==> config.mk <==
export PLATFORM = sky130hd
export DESIGN_NAME = load_store_unit
export DESIGN_NICKNAME = d
export VERILOG_FILES = /design/src/rtl/load_store_unit_pkg.sv /design/src/rtl/load_store_unit_align.sv /design/src/rtl/load_store_unit.sv
export SDC_FILE = /design/constraint.sdc
export NUM_CORES = 1
export LEC_CHECK = 0
export ABC_AREA = 1
export CAP_MARGIN = 20
export CORE_MARGIN = 3
export CORE_UTILIZATION = 35
export CTS_BUF_LIST = sky130_fd_sc_hd__clkbuf_16
export CTS_CLUSTER_DIAMETER = 40
export DETAILED_ROUTE_END_ITERATION = 8
export SYNTH_ARGS = -nofsm -noshare
export SYNTH_HDL_FRONTEND = slang
export SYNTH_SLANG_ARGS = --single-unit
==> constraint.sdc <==
create_clock -name i_clk -period 3.25 [get_ports i_clk]
set_clock_uncertainty 0.05 [all_clocks]
set_input_delay 0.325 -clock i_clk [delete_from_list [all_inputs] [get_ports i_clk]]
set_output_delay 0.325 -clock i_clk [all_outputs]
set_load 0.01 [all_outputs]
==> src/rtl/load_store_unit_pkg.sv <==
// Shared constants for the load/store unit.
//   - ALU operation codes that the execute stage hands to the unit
//   - LSU FSM state encoding
//   - response error codes reported on resp_err
package load_store_unit_pkg;

  // ALU operation codes (6 bits). Only the memory ops are recognised by the LSU;
  // any other code is accepted and dropped.
  localparam logic [5:0] ALU_ADD = 6'd0;
  localparam logic [5:0] ALU_LB  = 6'd24;
  localparam logic [5:0] ALU_LH  = 6'd25;
  localparam logic [5:0] ALU_LW  = 6'd26;
  localparam logic [5:0] ALU_LBU = 6'd27;
  localparam logic [5:0] ALU_LHU = 6'd28;
  localparam logic [5:0] ALU_SB  = 6'd29;
  localparam logic [5:0] ALU_SH  = 6'd30;
  localparam logic [5:0] ALU_SW  = 6'd31;

  typedef enum logic [1:0] {
    LSU_IDLE = 2'd0,
    LSU_MEM  = 2'd1,
    LSU_RESP = 2'd2
  } lsu_state_e;

  localparam logic [1:0] LSU_ERR_NONE     = 2'd0;
  localparam logic [1:0] LSU_ERR_MISALIGN = 2'd1;
  localparam logic [1:0] LSU_ERR_TIMEOUT  = 2'd2;

endpackage

==> src/rtl/load_store_unit_align.sv <==
// Combinational byte-lane logic for the load/store unit.
// Ports:
//   i_alucode    operation code
//   i_addr_lo    low two address bits
//   i_store_data store value (rs2)
//   i_load_data  raw word read from memory
//   o_wstrb      byte lane enables (0 for loads)
//   o_wdata      lane-replicated store data
//   o_load_data  extracted, extended load value
//   o_is_load    code is a load
//   o_is_store   code is a store
//   o_misaligned access not naturally aligned for its size
module load_store_unit_align
  import load_store_unit_pkg::*;
(
  input  logic [5:0]  i_alucode,
  input  logic [1:0]  i_addr_lo,
  input  logic [31:0] i_store_data,
  input  logic [31:0] i_load_data,
  output logic [3:0]  o_wstrb,
  output logic [31:0] o_wdata,
  output logic [31:0] o_load_data,
  output logic        o_is_load,
  output logic        o_is_store,
  output logic        o_misaligned
);

  logic [7:0]  w_byte;
  logic [15:0] w_half;

  assign w_byte = i_load_data[{i_addr_lo, 3'b000} +: 8];
  assign w_half = i_load_data[{i_addr_lo[1], 4'b0000} +: 16];

  always_comb begin
    o_wstrb      = 4'b0000;
    o_wdata      = 32'h0;
    o_load_data  = 32'h0;
    o_is_load    = 1'b0;
    o_is_store   = 1'b0;
    o_misaligned = 1'b0;
    case (i_alucode)
      ALU_LB: begin
        o_is_load   = 1'b1;
        o_load_data = {{24{w_byte[7]}}, w_byte};
      end
      ALU_LBU: begin
        o_is_load   = 1'b1;
        o_load_data = {24'h0, w_byte};
      end
      ALU_LH: begin
        o_is_load    = 1'b1;
        o_misaligned = i_addr_lo[0];
        o_load_data  = {{16{w_half[15]}}, w_half};
      end
      ALU_LHU: begin
        o_is_load    = 1'b1;
        o_misaligned = i_addr_lo[0];
        o_load_data  = {16'h0, w_half};
      end
      ALU_LW: begin
        o_is_load    = 1'b1;
        o_misaligned = (i_addr_lo != 2'b00);
        o_load_data  = i_load_data;
      end
      ALU_SB: begin
        o_is_store = 1'b1;
        o_wstrb    = 4'b0001 << i_addr_lo;
        o_wdata    = {4{i_store_data[7:0]}};
      end
      ALU_SH: begin
        o_is_store   = 1'b1;
        o_misaligned = i_addr_lo[0];
        o_wstrb      = i_addr_lo[1] ? 4'b1100 : 4'b0011;
        o_wdata      = {2{i_store_data[15:0]}};
      end
      ALU_SW: begin
        o_is_store   = 1'b1;
        o_misaligned = (i_addr_lo != 2'b00);
        o_wstrb      = 4'b1111;
        o_wdata      = i_store_data;
      end
      default: ;
    endcase
  end

endmodule

==> src/rtl/load_store_unit.sv <==
// Load/store unit between execute and write-back; one transaction in flight.
// Ports:
//   i_clk, i_rst_n            clock, synchronous active-low reset
//   i_req_valid/o_req_ready   request handshake from execute
//   i_alucode, i_addr         operation and effective address
//   i_store_data, i_rd_in     store value and load destination
//   o_mem_*                   data-memory request (held until i_mem_ack)
//   i_mem_ack, i_mem_rdata    memory completion pulse and read word
//   o_resp_*                  one-cycle completion to write-back
// TIMEOUT_CYC: cycles to wait for i_mem_ack before aborting (0 = wait forever).
module load_store_unit
  import load_store_unit_pkg::*;
#(
  parameter int unsigned TIMEOUT_CYC = 0
) (
  input  logic        i_clk,
  input  logic        i_rst_n,
  input  logic        i_req_valid,
  output logic        o_req_ready,
  input  logic [5:0]  i_alucode,
  input  logic [31:0] i_addr,
  input  logic [31:0] i_store_data,
  input  logic [4:0]  i_rd_in,
  output logic        o_mem_req,
  output logic        o_mem_we,
  output logic [31:0] o_mem_addr,
  output logic [3:0]  o_mem_wstrb,
  output logic [31:0] o_mem_wdata,
  input  logic        i_mem_ack,
  input  logic [31:0] i_mem_rdata,
  output logic        o_resp_valid,
  output logic        o_resp_we,
  output logic [4:0]  o_resp_rd,
  output logic [31:0] o_resp_data,
  output logic [1:0]  o_resp_err
);

  localparam bit          TimeoutEn   = (TIMEOUT_CYC != 0);
  localparam logic [31:0] TimeoutLast = TimeoutEn ? 32'(TIMEOUT_CYC - 1) : 32'd0;

  lsu_state_e  r_state, w_state_d;
  logic [5:0]  r_alucode;
  logic [31:0] r_addr;
  logic [4:0]  r_rd;
  logic        r_store;
  logic [3:0]  r_wstrb;
  logic [31:0] r_wdata;
  logic [31:0] r_cnt;
  logic [31:0] r_resp_data;
  logic        r_resp_we;
  logic [1:0]  r_resp_err;

  logic        w_req_ready, w_accept, w_timeout;
  logic [5:0]  w_sel_alucode;
  logic [1:0]  w_sel_addr_lo;
  logic [3:0]  w_wstrb;
  logic [31:0] w_wdata, w_load_data;
  logic        w_is_load, w_is_store, w_misaligned;

  assign w_req_ready = (r_state == LSU_IDLE) && i_rst_n;
  assign o_req_ready = w_req_ready;
  assign w_accept    = i_req_valid && w_req_ready;
  // Ack wins over a timeout that expires in the same cycle.
  assign w_timeout   = TimeoutEn && (r_cnt == TimeoutLast);

  // One aligner serves both phases: in IDLE it decodes the incoming request,
  // afterwards it decodes the registered op to extract the returning load word.
  assign w_sel_alucode = (r_state == LSU_IDLE) ? i_alucode  : r_alucode;
  assign w_sel_addr_lo = (r_state == LSU_IDLE) ? i_addr[1:0] : r_addr[1:0];

  load_store_unit_align u_align (
    .i_alucode    (w_sel_alucode),
    .i_addr_lo    (w_sel_addr_lo),
    .i_store_data (i_store_data),
    .i_load_data  (i_mem_rdata),
    .o_wstrb      (w_wstrb),
    .o_wdata      (w_wdata),
    .o_load_data  (w_load_data),
    .o_is_load    (w_is_load),
    .o_is_store   (w_is_store),
    .o_misaligned (w_misaligned)
  );

  // State register
  always_ff @(posedge i_clk) begin
    if (!i_rst_n) r_state <= LSU_IDLE;
    else          r_state <= w_state_d;
  end

  // Next-state logic
  always_comb begin
    w_state_d = r_state;
    case (r_state)
      LSU_IDLE: begin
        if (w_accept && (w_is_load || w_is_store)) begin
          w_state_d = w_misaligned ? LSU_RESP : LSU_MEM;
        end
      end
      LSU_MEM:  if (i_mem_ack || w_timeout) w_state_d = LSU_RESP;
      LSU_RESP: w_state_d = LSU_IDLE;
      default:  w_state_d = LSU_IDLE;
    endcase
  end

  // Transaction registers and timeout counter
  always_ff @(posedge i_clk) begin
    if (!i_rst_n) begin
      r_alucode   <= 6'h0;
      r_addr      <= 32'h0;
      r_rd        <= 5'h0;
      r_store     <= 1'b0;
      r_wstrb     <= 4'h0;
      r_wdata     <= 32'h0;
      r_cnt       <= 32'h0;
      r_resp_data <= 32'h0;
      r_resp_we   <= 1'b0;
      r_resp_err  <= LSU_ERR_NONE;
    end else begin
      case (r_state)
        LSU_IDLE: begin
          if (w_accept) begin
            r_alucode   <= i_alucode;
            r_addr      <= i_addr;
            r_rd        <= i_rd_in;
            r_store     <= w_is_store;
            r_wstrb     <= w_wstrb;
            r_wdata     <= w_wdata;
            r_cnt       <= 32'h0;
            r_resp_data <= 32'h0;
            r_resp_we   <= 1'b0;
            r_resp_err  <= w_misaligned ? LSU_ERR_MISALIGN : LSU_ERR_NONE;
          end
        end
        LSU_MEM: begin
          r_cnt <= r_cnt + 32'd1;
          if (i_mem_ack) begin
            r_resp_data <= w_is_load ? w_load_data : 32'h0;
            r_resp_we   <= w_is_load;
          end else if (w_timeout) begin
            r_resp_err  <= LSU_ERR_TIMEOUT;
          end
        end
        default: ;
      endcase
    end
  end

  // Outputs: memory port live only in MEM, response only in RESP
  always_comb begin
    o_mem_req    = 1'b0;
    o_mem_we     = 1'b0;
    o_mem_addr   = 32'h0;
    o_mem_wstrb  = 4'h0;
    o_mem_wdata  = 32'h0;
    o_resp_valid = 1'b0;
    o_resp_we    = 1'b0;
    o_resp_rd    = 5'h0;
    o_resp_data  = 32'h0;
    o_resp_err   = LSU_ERR_NONE;
    case (r_state)
      LSU_MEM: begin
        o_mem_req   = 1'b1;
        o_mem_we    = r_store;
        o_mem_addr  = {r_addr[31:2], 2'b00};
        o_mem_wstrb = r_wstrb;
        o_mem_wdata = r_wdata;
      end
      LSU_RESP: begin
        o_resp_valid = 1'b1;
        o_resp_we    = r_resp_we;
        o_resp_rd    = r_rd;
        o_resp_data  = r_resp_data;
        o_resp_err   = r_resp_err;
      end
      default: ;
    endcase
  end

endmodule

### Yosys cells after proc, flatten, opt, wreduce, memory -nomap -nowiden

Cells that the tools add are included.

* shift-type cells: 3
* equal/unequal tests: 13
* reductions and logical operators: 14
* multiplexer cells: 31

Operators by type and width (number)
* two-way mux 32 bit: 6
* one-hot mux 32 bit (5 select lines): 1
* one-hot mux 32 bit (3 select lines): 1
* one-hot mux 32 bit (2 select lines): 1
* == test 6 x 5 -> 1 bit (second input constant): 8
* variable part select 32 x 6 -> 16 bit: 1
* variable part select 32 x 6 -> 8 bit: 1
* one-hot mux 4 bit (3 select lines): 1
* two-way mux 2 bit: 5
* two-way mux 1 bit: 9
* two-way mux 4 bit: 2
* two-way mux 6 bit: 1
* OR reduction 3 bit: 2
* two-way mux 5 bit: 1
* OR reduction 5 bit: 1
* inequality test 2 bit (second input constant): 2
* one-hot mux 1 bit (2 select lines): 2
* one-hot mux 2 bit (2 select lines): 1
* AND reduction 2 bit: 2
* nonzero test 2 bit: 2
* left shift 1 x 2 -> 4 bit (first input constant): 1
* logical AND 1 bit: 3
* AND reduction 3 bit: 1
* == test 2 x 1 -> 1 bit (second input constant): 1
* other kinds (5): 5

* output and inout port bits: 112
* logic and storage cells: 71
* register bits: 117

### Logic depth before layout (Yosys ltp)

Gate-level depths: netlist (run 1).

* depth in word-level cells: 9
* gate-level depth with buffers: 13
* depth with buffers taken out: 12

### Modules after synthesis

From an unflattened synthesis (run 1), not the netlist that was laid out.

* cell total of the unflattened synthesis: 1072
* area total of the unflattened synthesis: 6666.4 um2

By module, submodules not included
* load_store_unit: times used 1, area an instance 4906.0 um2, sequential area each 2322.2 um2, cells an instance 694
* load_store_unit_align: times used 1, area an instance 1760.4 um2, sequential area each 0.0 um2, cells an instance 378

### Worst setup path after synthesis (run 1)

Ideal clock, no wire load.

* path kind: reg2out
* start point: register r_state[0]
* end point: output o_mem_addr[10]
* path buffers: 2
* stages on the path, launching flop included: 7
* slack: 1.443 ns
* arrival time: 1.432 ns
* cells stage by stage: dfxtp_1 > inv_2 > nor2_2 > inv_2 > clkbuf_1 > buf_1 > nor2_1

* longest elaborated chain between the ends: 2

RTL lines
* start: declaration: RTL line load_store_unit.sv:41 `lsu_state_e r_state, w_state_d;`
* start signal: assignment: RTL line load_store_unit.sv:87 `else r_state <= w_state_d;`
* == test 2 x 1 -> 1 bit: RTL line load_store_unit.sv:160 `case (r_state)`
* two-way mux 32 bit: RTL line load_store_unit.sv:160
* end: declaration: RTL line load_store_unit.sv:26 `output logic [31:0] o_mem_addr,`

Every way passes these cells.

### Final worst setup path (run 1)

* start point: register r_state[1]
* end point: output o_mem_wstrb[0]

* longest elaborated chain between the ends: 2

RTL lines
* == test 2 x 1 -> 1 bit: RTL line load_store_unit.sv:160
* two-way mux 4 bit: RTL line load_store_unit.sv:160
* end: declaration: RTL line load_store_unit.sv:27 `output logic [3:0] o_mem_wstrb,`

Every way passes these cells.

==> results of run 1 <==
[cell usage after synthesis (all sizes together)]
cell type and number:
a21oi 102, a31oi 5, buf 33, clkbuf 33, conb 1, dfxtp 116
inv 163, nand2 331, nand3 86, nand4 2, nor2 126, nor3 3
o211ai 3, o21ai 71, o21bai 1
[per-layer routing]
metal | global-route usage, % | vias up | part of all wire (%)
li1 | - | 3690 | -
met1 | 28.2 | 3186 | 47
met2 | 32.8 | 196 | 45
met3 | 5.65 | 24 | 6.2
met4 | 5.95 | 0 | 1.7
met5 | 0 | - | 0
[tightest hold or removal path, delay by kind of cell, from the launching register on]
family          cells  cell delay, ps
buf+inv             1              60
compound gates      1              50
flops               1             300
[state kept, by name, indices dropped and copies added, names as in the netlist]
name         flops
r_resp_data     32
r_wstrb          4
r_alucode        6
r_rd             5
r_store          1
r_resp_err       1
r_wdata         32
r_addr          32
r_resp_we        1
r_state          2
[placed cells by master (no fill, tap or decap), types with 2 or more instances in the layout]
cell type / Yosys / final
nand2_1: 319 / 319
clkdlybuf4s50_1: 0 / 218
inv_1: 159 / 158
nor2_1: 118 / 118
dfxtp_1: 116 / 116
a21oi_1: 100 / 100
nand3_1: 84 / 84
o21ai_0: 67 / 67
clkbuf_16: 0 / 17
buf_4: 11 / 13
nand2_2: 10 / 9
nor2_4: 6 / 6
inv_2: 4 / 5
a31oi_1: 5 / 5
inv_6: 0 / 4
nand2_4: 2 / 3
o21ai_2: 3 / 3
o211ai_1: 3 / 3
conb_1: 1 / 3
clkinvlp_4: 0 / 3
bufinv_16: 0 / 3
nor2_2: 2 / 2
nand4_1: 2 / 2
nor3_1: 2 / 2
clkinv_2: 0 / 2
clkinv_4: 0 / 2
[cells by family (layout without fill, tap and decap cells)]
| group | Yosys count | in the layout | share of synthesized area, % |
|---|---|---|---|
| AND/OR/NAND/NOR | 548 | 548 | 35.1 |
| buffers and inverters | 229 | 428 | 14.6 |
| AO/OA/AOI/OAI | 182 | 182 | 14.6 |
| flip-flops | 116 | 116 | 35.6 |
| other | 1 | 3 | 0.0575 |
[metrics by stage]
stage,util [%],cells,instance area (µm²),hold slack (ps)
detailed placement,48.4,1474,8790,396
CTS,51.8,1506,9390,404
finish,51.8,1506,9390,400
floorplan,-,1078,6530,380
global placement,48.4,1474,8790,392
global route,51.8,1506,9390,426
[worst paths after layout]
kind	slack (ps)	end
min	400	r_addr[12]
min reg2reg	400	r_addr[12]
max reg2reg	830	r_resp_data[31]
max	510	o_mem_wstrb[0]
[area by class of cell]
| type | count | area [µm²] |
|---|---|---|
| Timing Repair Buffer | 233 | 2300 |
| Inverter | 163 | 612 |
| Fill cell | 1909 | 8760 |
| Multi-Input combinational cell | 733 | 3260 |
| Tap cell | 229 | 287 |
| Clock buffer | 17 | 425 |
| Clock inverter | 15 | 179 |
| Sequential cell | 116 | 2320 |
[where the power goes]
part           internal, W  switching (W)
logic             0.000196       0.000247
registers          0.00147      0.0000174
clock network      0.00121       0.000719
==> flow_summary.json, run 1 <==
{
  "netlist_area_um2": 6520,
  "yosysTopAreaCell": "dfxtp_1",
  "finalSetupViolCount": 0,
  "crit_buf_inv": 4,
  "synth_area_per_cell_um2": 6.06,
  "antenna_found_initial": 0,
  "max_cap_violations": 0,
  "min_period_over_period_pct": 84.2,
  "outcome": "complete, no violations",
  "critPathTopFamily": "buffers and inverters",
  "grt_usage_pct": 20.9,
  "crit_fanout": 43,
  "die_h_um": 143,
  "cp.depth": 6,
  "arrival_ps": 2360,
  "holdBufCountCts": 0,
  "drv_slew": 0,
  "clockBufferDepth": 2,
  "worstMarginPinSlew_ps": 658,
  "cts-root-buf": "clkbuf_16",
  "post_drt_wl_per_cell_um": 14.1,
  "timing.fmax_mhz": 365,
  "portBuffers": 219,
  "startpoint": "r_state[1]",
  "place_congestion": 0.905,
  "clock-sinks": 116,
  "crit_slowest_cell": "clkdlybuf4s50_1",
  "crit_path_start_kind": "register",
  "critPathCaptureType": "output pin",
  "fp.dieArea_um2": 20300,
  "vias": 7096,
  "first_iter_violations": 357,
  "dp_hpwl_mm": 15.1,
  "seq_area_frac_synth_pct": 35.6,
  "fin_ws_ps": 514,
  "core_area_um2": 18100,
  "rows": 49,
  "p_leak_nw": 3.65,
  "hold_viol": 0,
  "grt_overflow": 0,
  "cts-htree-levels": 4,
  "clkTransAtPathRegs_ps": 60,
  "max_slew_margin_pct": 56.1,
  "period_needed_ps": 2740,
  "antenna_cells": 0,
  "area_growth_pct": 44.0,
  "ff2ff_path_depth": 9,
  "crit_path_cell_trace": "nor2_2, buf_4, inv_2, buf_12, nor2_1, clkdlybuf4s50_1",
  "wl_mm": 21.3,
  "worstHoldStart": "r_addr[12]",
  "grt_max_degree": 69,
  "initial_core_util_pct": 35.9,
  "grt_pass1_vias": 6590,
  "rsz0062_at_grt": "false",
  "vdd_ir_drop_max_mv": 0.375,
  "vias_per_cell": 4.71,
  "synth_cells": 1076,
  "grt_pass1_wl_mm": 34.1,
  "min_path_cells": 2,
  "post_cts_buffers": 0,
  "drc": 0,
  "die_w_um": 143,
  "drive_gt1_share_pct": 6.19,
  "required_ps": 2870,
  "yosys-top-cells-area": "dfxtp_1 36%, nand2_1 18%, inv_1 9.2%",
  "ys_warn_count": 0,
  "numCtsBuffers": 17,
  "nNetsFinal": 1375,
  "clkLatencyLatePin_ps": 410,
  "power_w": 0.00386,
  "fin_setup_tns_ps": 0,
  "worst_path_largest_cell_delay_ps": 530,
  "io-pin-count": 223,
  "antenna_left": 0,
  "ys_types": 30,
  "r2r-start": "r_state[1]",
  "post_cts_resized": 0,
  "first_pass_iters": 4,
  "crit_type": "register to output pin",
  "cts_tree": "done",
  "holdCritPathClass": "register to register",
  "synth-seq-cells": 116,
  "synth_top_area_share_pct": 35.6,
  "dp_worst_setup_slack_ps": 793,
  "p_per_area_nw_per_um2": 411
}
No activity file was read; power rests on OpenSTA's default activity.
==> run 2: changes to the inputs <==
Settings changed: PLACE_DENSITY set to 0.67.
Clock period 3.25 ns to 2.45 ns, I/O delays scaled along.
==> flow_summary.json, run 2 (synthesis gave the netlist of run 1 again) <==
{
  "outcome": "complete, no violations",
  "worstMarginPinSlew_ps": 678,
  "crit_type": "register to output pin",
  "power_w": 0.00503,
  "p_leak_nw": 3.89,
  "grt_usage_pct": 20.3,
  "die_w_um": 143,
  "min_path_cells": 3,
  "final_common_cell": "nand2_1",
  "mostFrequentLayoutCells": "319 x nand2_1, 205 x clkdlybuf4s50_1, 157 x inv_1, 117 x nor2_1, 115 x dfxtp_1",
  "vias": 7124,
  "drive_gt1_share_pct": 7.01,
  "clkTransAtPathRegs_ps": 60,
  "hold_viol": 0,
  "area_growth_pct": 45.6,
  "clkLatencyLatePin_ps": 410,
  "post_cts_buffers": 0,
  "post_drt_wl_per_cell_um": 13.9,
  "period_needed_ps": 2450,
  "p_per_area_nw_per_um2": 530,
  "wl_mm": 21.1,
  "finalSetupViolCount": 0,
  "place_congestion": 0.911,
  "reg2reg_to": "r_resp_data[12]",
  "antenna_found_initial": 0,
  "r2r_setup_slack_ps": 250,
  "ff2ff_path_depth": 9,
  "fin_ws_ps": 3.52,
  "drv_slew": 0,
  "die_h_um": 143,
  "io-pin-count": 223,
  "nNetsFinal": 1382,
  "grt_overflow": 0,
  "drc": 0,
  "initial_core_util_pct": 35.9,
  "timing.fmax_mhz": 409,
  "final_util_pct": 52.3,
  "worstHoldStart": "i_store_data[21]",
  "whs_ps": 350,
  "first_pass_iters": 5,
  "vias_per_cell": 4.71,
  "critPathCaptureType": "output pin",
  "cts-htree-levels": 4,
  "reg_top3": "r_addr: 32 flops, r_resp_data: 32 flops, r_wdata: 32 flops",
  "portBuffers": 219,
  "holdCritPathClass": "primary input to register",
  "fin_cells": 1513,
  "crit_fanout": 20,
  "arrival_ps": 2150,
  "dp.cells": 1481,
  "min_period_over_period_pct": 99.9,
  "crit_path_start_kind": "register",
  "core_area_um2": 18100,
  "cts_tree": "done",
  "grt_pass1_vias": 6556,
  "clockBufferDepth": 2,
  "numCtsBuffers": 17,
  "grt_pass1_wl_mm": 33.2,
  "first_iter_violations": 405,
  "dp_hpwl_mm": 14.9,
  "rsz0062_at_grt": "true",
  "cts-root-buf": "clkbuf_16",
  "vdd_ir_drop_max_mv": 0.455,
  "dp_worst_setup_slack_ps": 178,
  "max_slew_margin_pct": 54.8,
  "max_cap_violations": 0,
  "whs_endpoint": "r_wdata[21]",
  "r2r-start": "r_state[1]",
  "required_ps": 2150,
  "antenna_cells": 0,
  "holdBufCountCts": 0,
  "fp.dieArea_um2": 20300,
  "antenna_left": 0,
  "rows": 49,
  "grt_max_degree": 115,
  "clock-sinks": 116
}
[run 2: changes by cell type in the layout (fill, tap and decap cells not counted), moves of 2 or more]
cell / change
clkdlybuf4s50_1: -13
dlymetal6s2s_1: +11
buf_4: +4
buf_12: +3
clkinv_4: +3
dlygate4sd2_1: +2
inv_6: -2
[run 2: per-layer routing]
layer  vias up  wire length (µm)  track usage, %
li1       3704                 -               -
met1      3176              9670            26.2
met2       206              9790            33.1
met3        38              1090            4.50
met4         0               526            7.70
met5         -                 0               0
[run 2: cell type report]
type                            instances  area (µm²)
Clock buffer                           17         425
Fill cell                            1866        8650
Multi-Input combinational cell        733        3260
Timing Repair Buffer                  240        2420
Sequential cell                       116        2320
Inverter                              163         616
Tap cell                              229         287
Clock inverter                         15         159
[run 2: worst max-delay path by stage]
stage / slack [ps] / end / cells past startpoint / from
floorplan: 720 / o_mem_addr[10] / 6 / r_state[0]
global placement: 280 / r_wdata[25] / 6 / i_req_valid
detailed placement: 180 / r_wdata[25] / 8 / r_state[1]
CTS: 20 / o_mem_wstrb[0] / 6 / r_state[0]
global route: -80 / o_resp_data[1] / 6 / r_state[1]
finish: 4 / o_resp_data[1] / 6 / r_state[1]
[run 2: worst max-delay path, stage by stage (launching register included)]
cell and delay (ps):
dfxtp_2 380, inv_2 60, nor2_1 200, inv_1 130
buf_4 230, nor2_2 170, clkdlybuf4s50_1 560
[run 2: what timing repair did]
| item | in CTS | in global routing |
|---|---|---|
| endpoints found under the setup margin | 16 | 83 |
| pin swaps | 0 | 0 |
| gates resized for setup | 4 | 12 |
[run 2: power by group]
| part | switching (W) | internal [W] |
|---|---|---|
| Sequential | 0.0000234 | 0.00195 |
| Clock | 0.000955 | 0.00150 |
| Combinational | 0.000330 | 0.000272 |
| Total | 0.00131 | 0.00373 |
[run 2: per-stage QoR]
step	TNS [ps]	area, µm²
floorplan	0	6530
global placement	0	8880
detailed placement	0	8880
CTS	0	9460
global route	-2080	9490
finish	0	9490
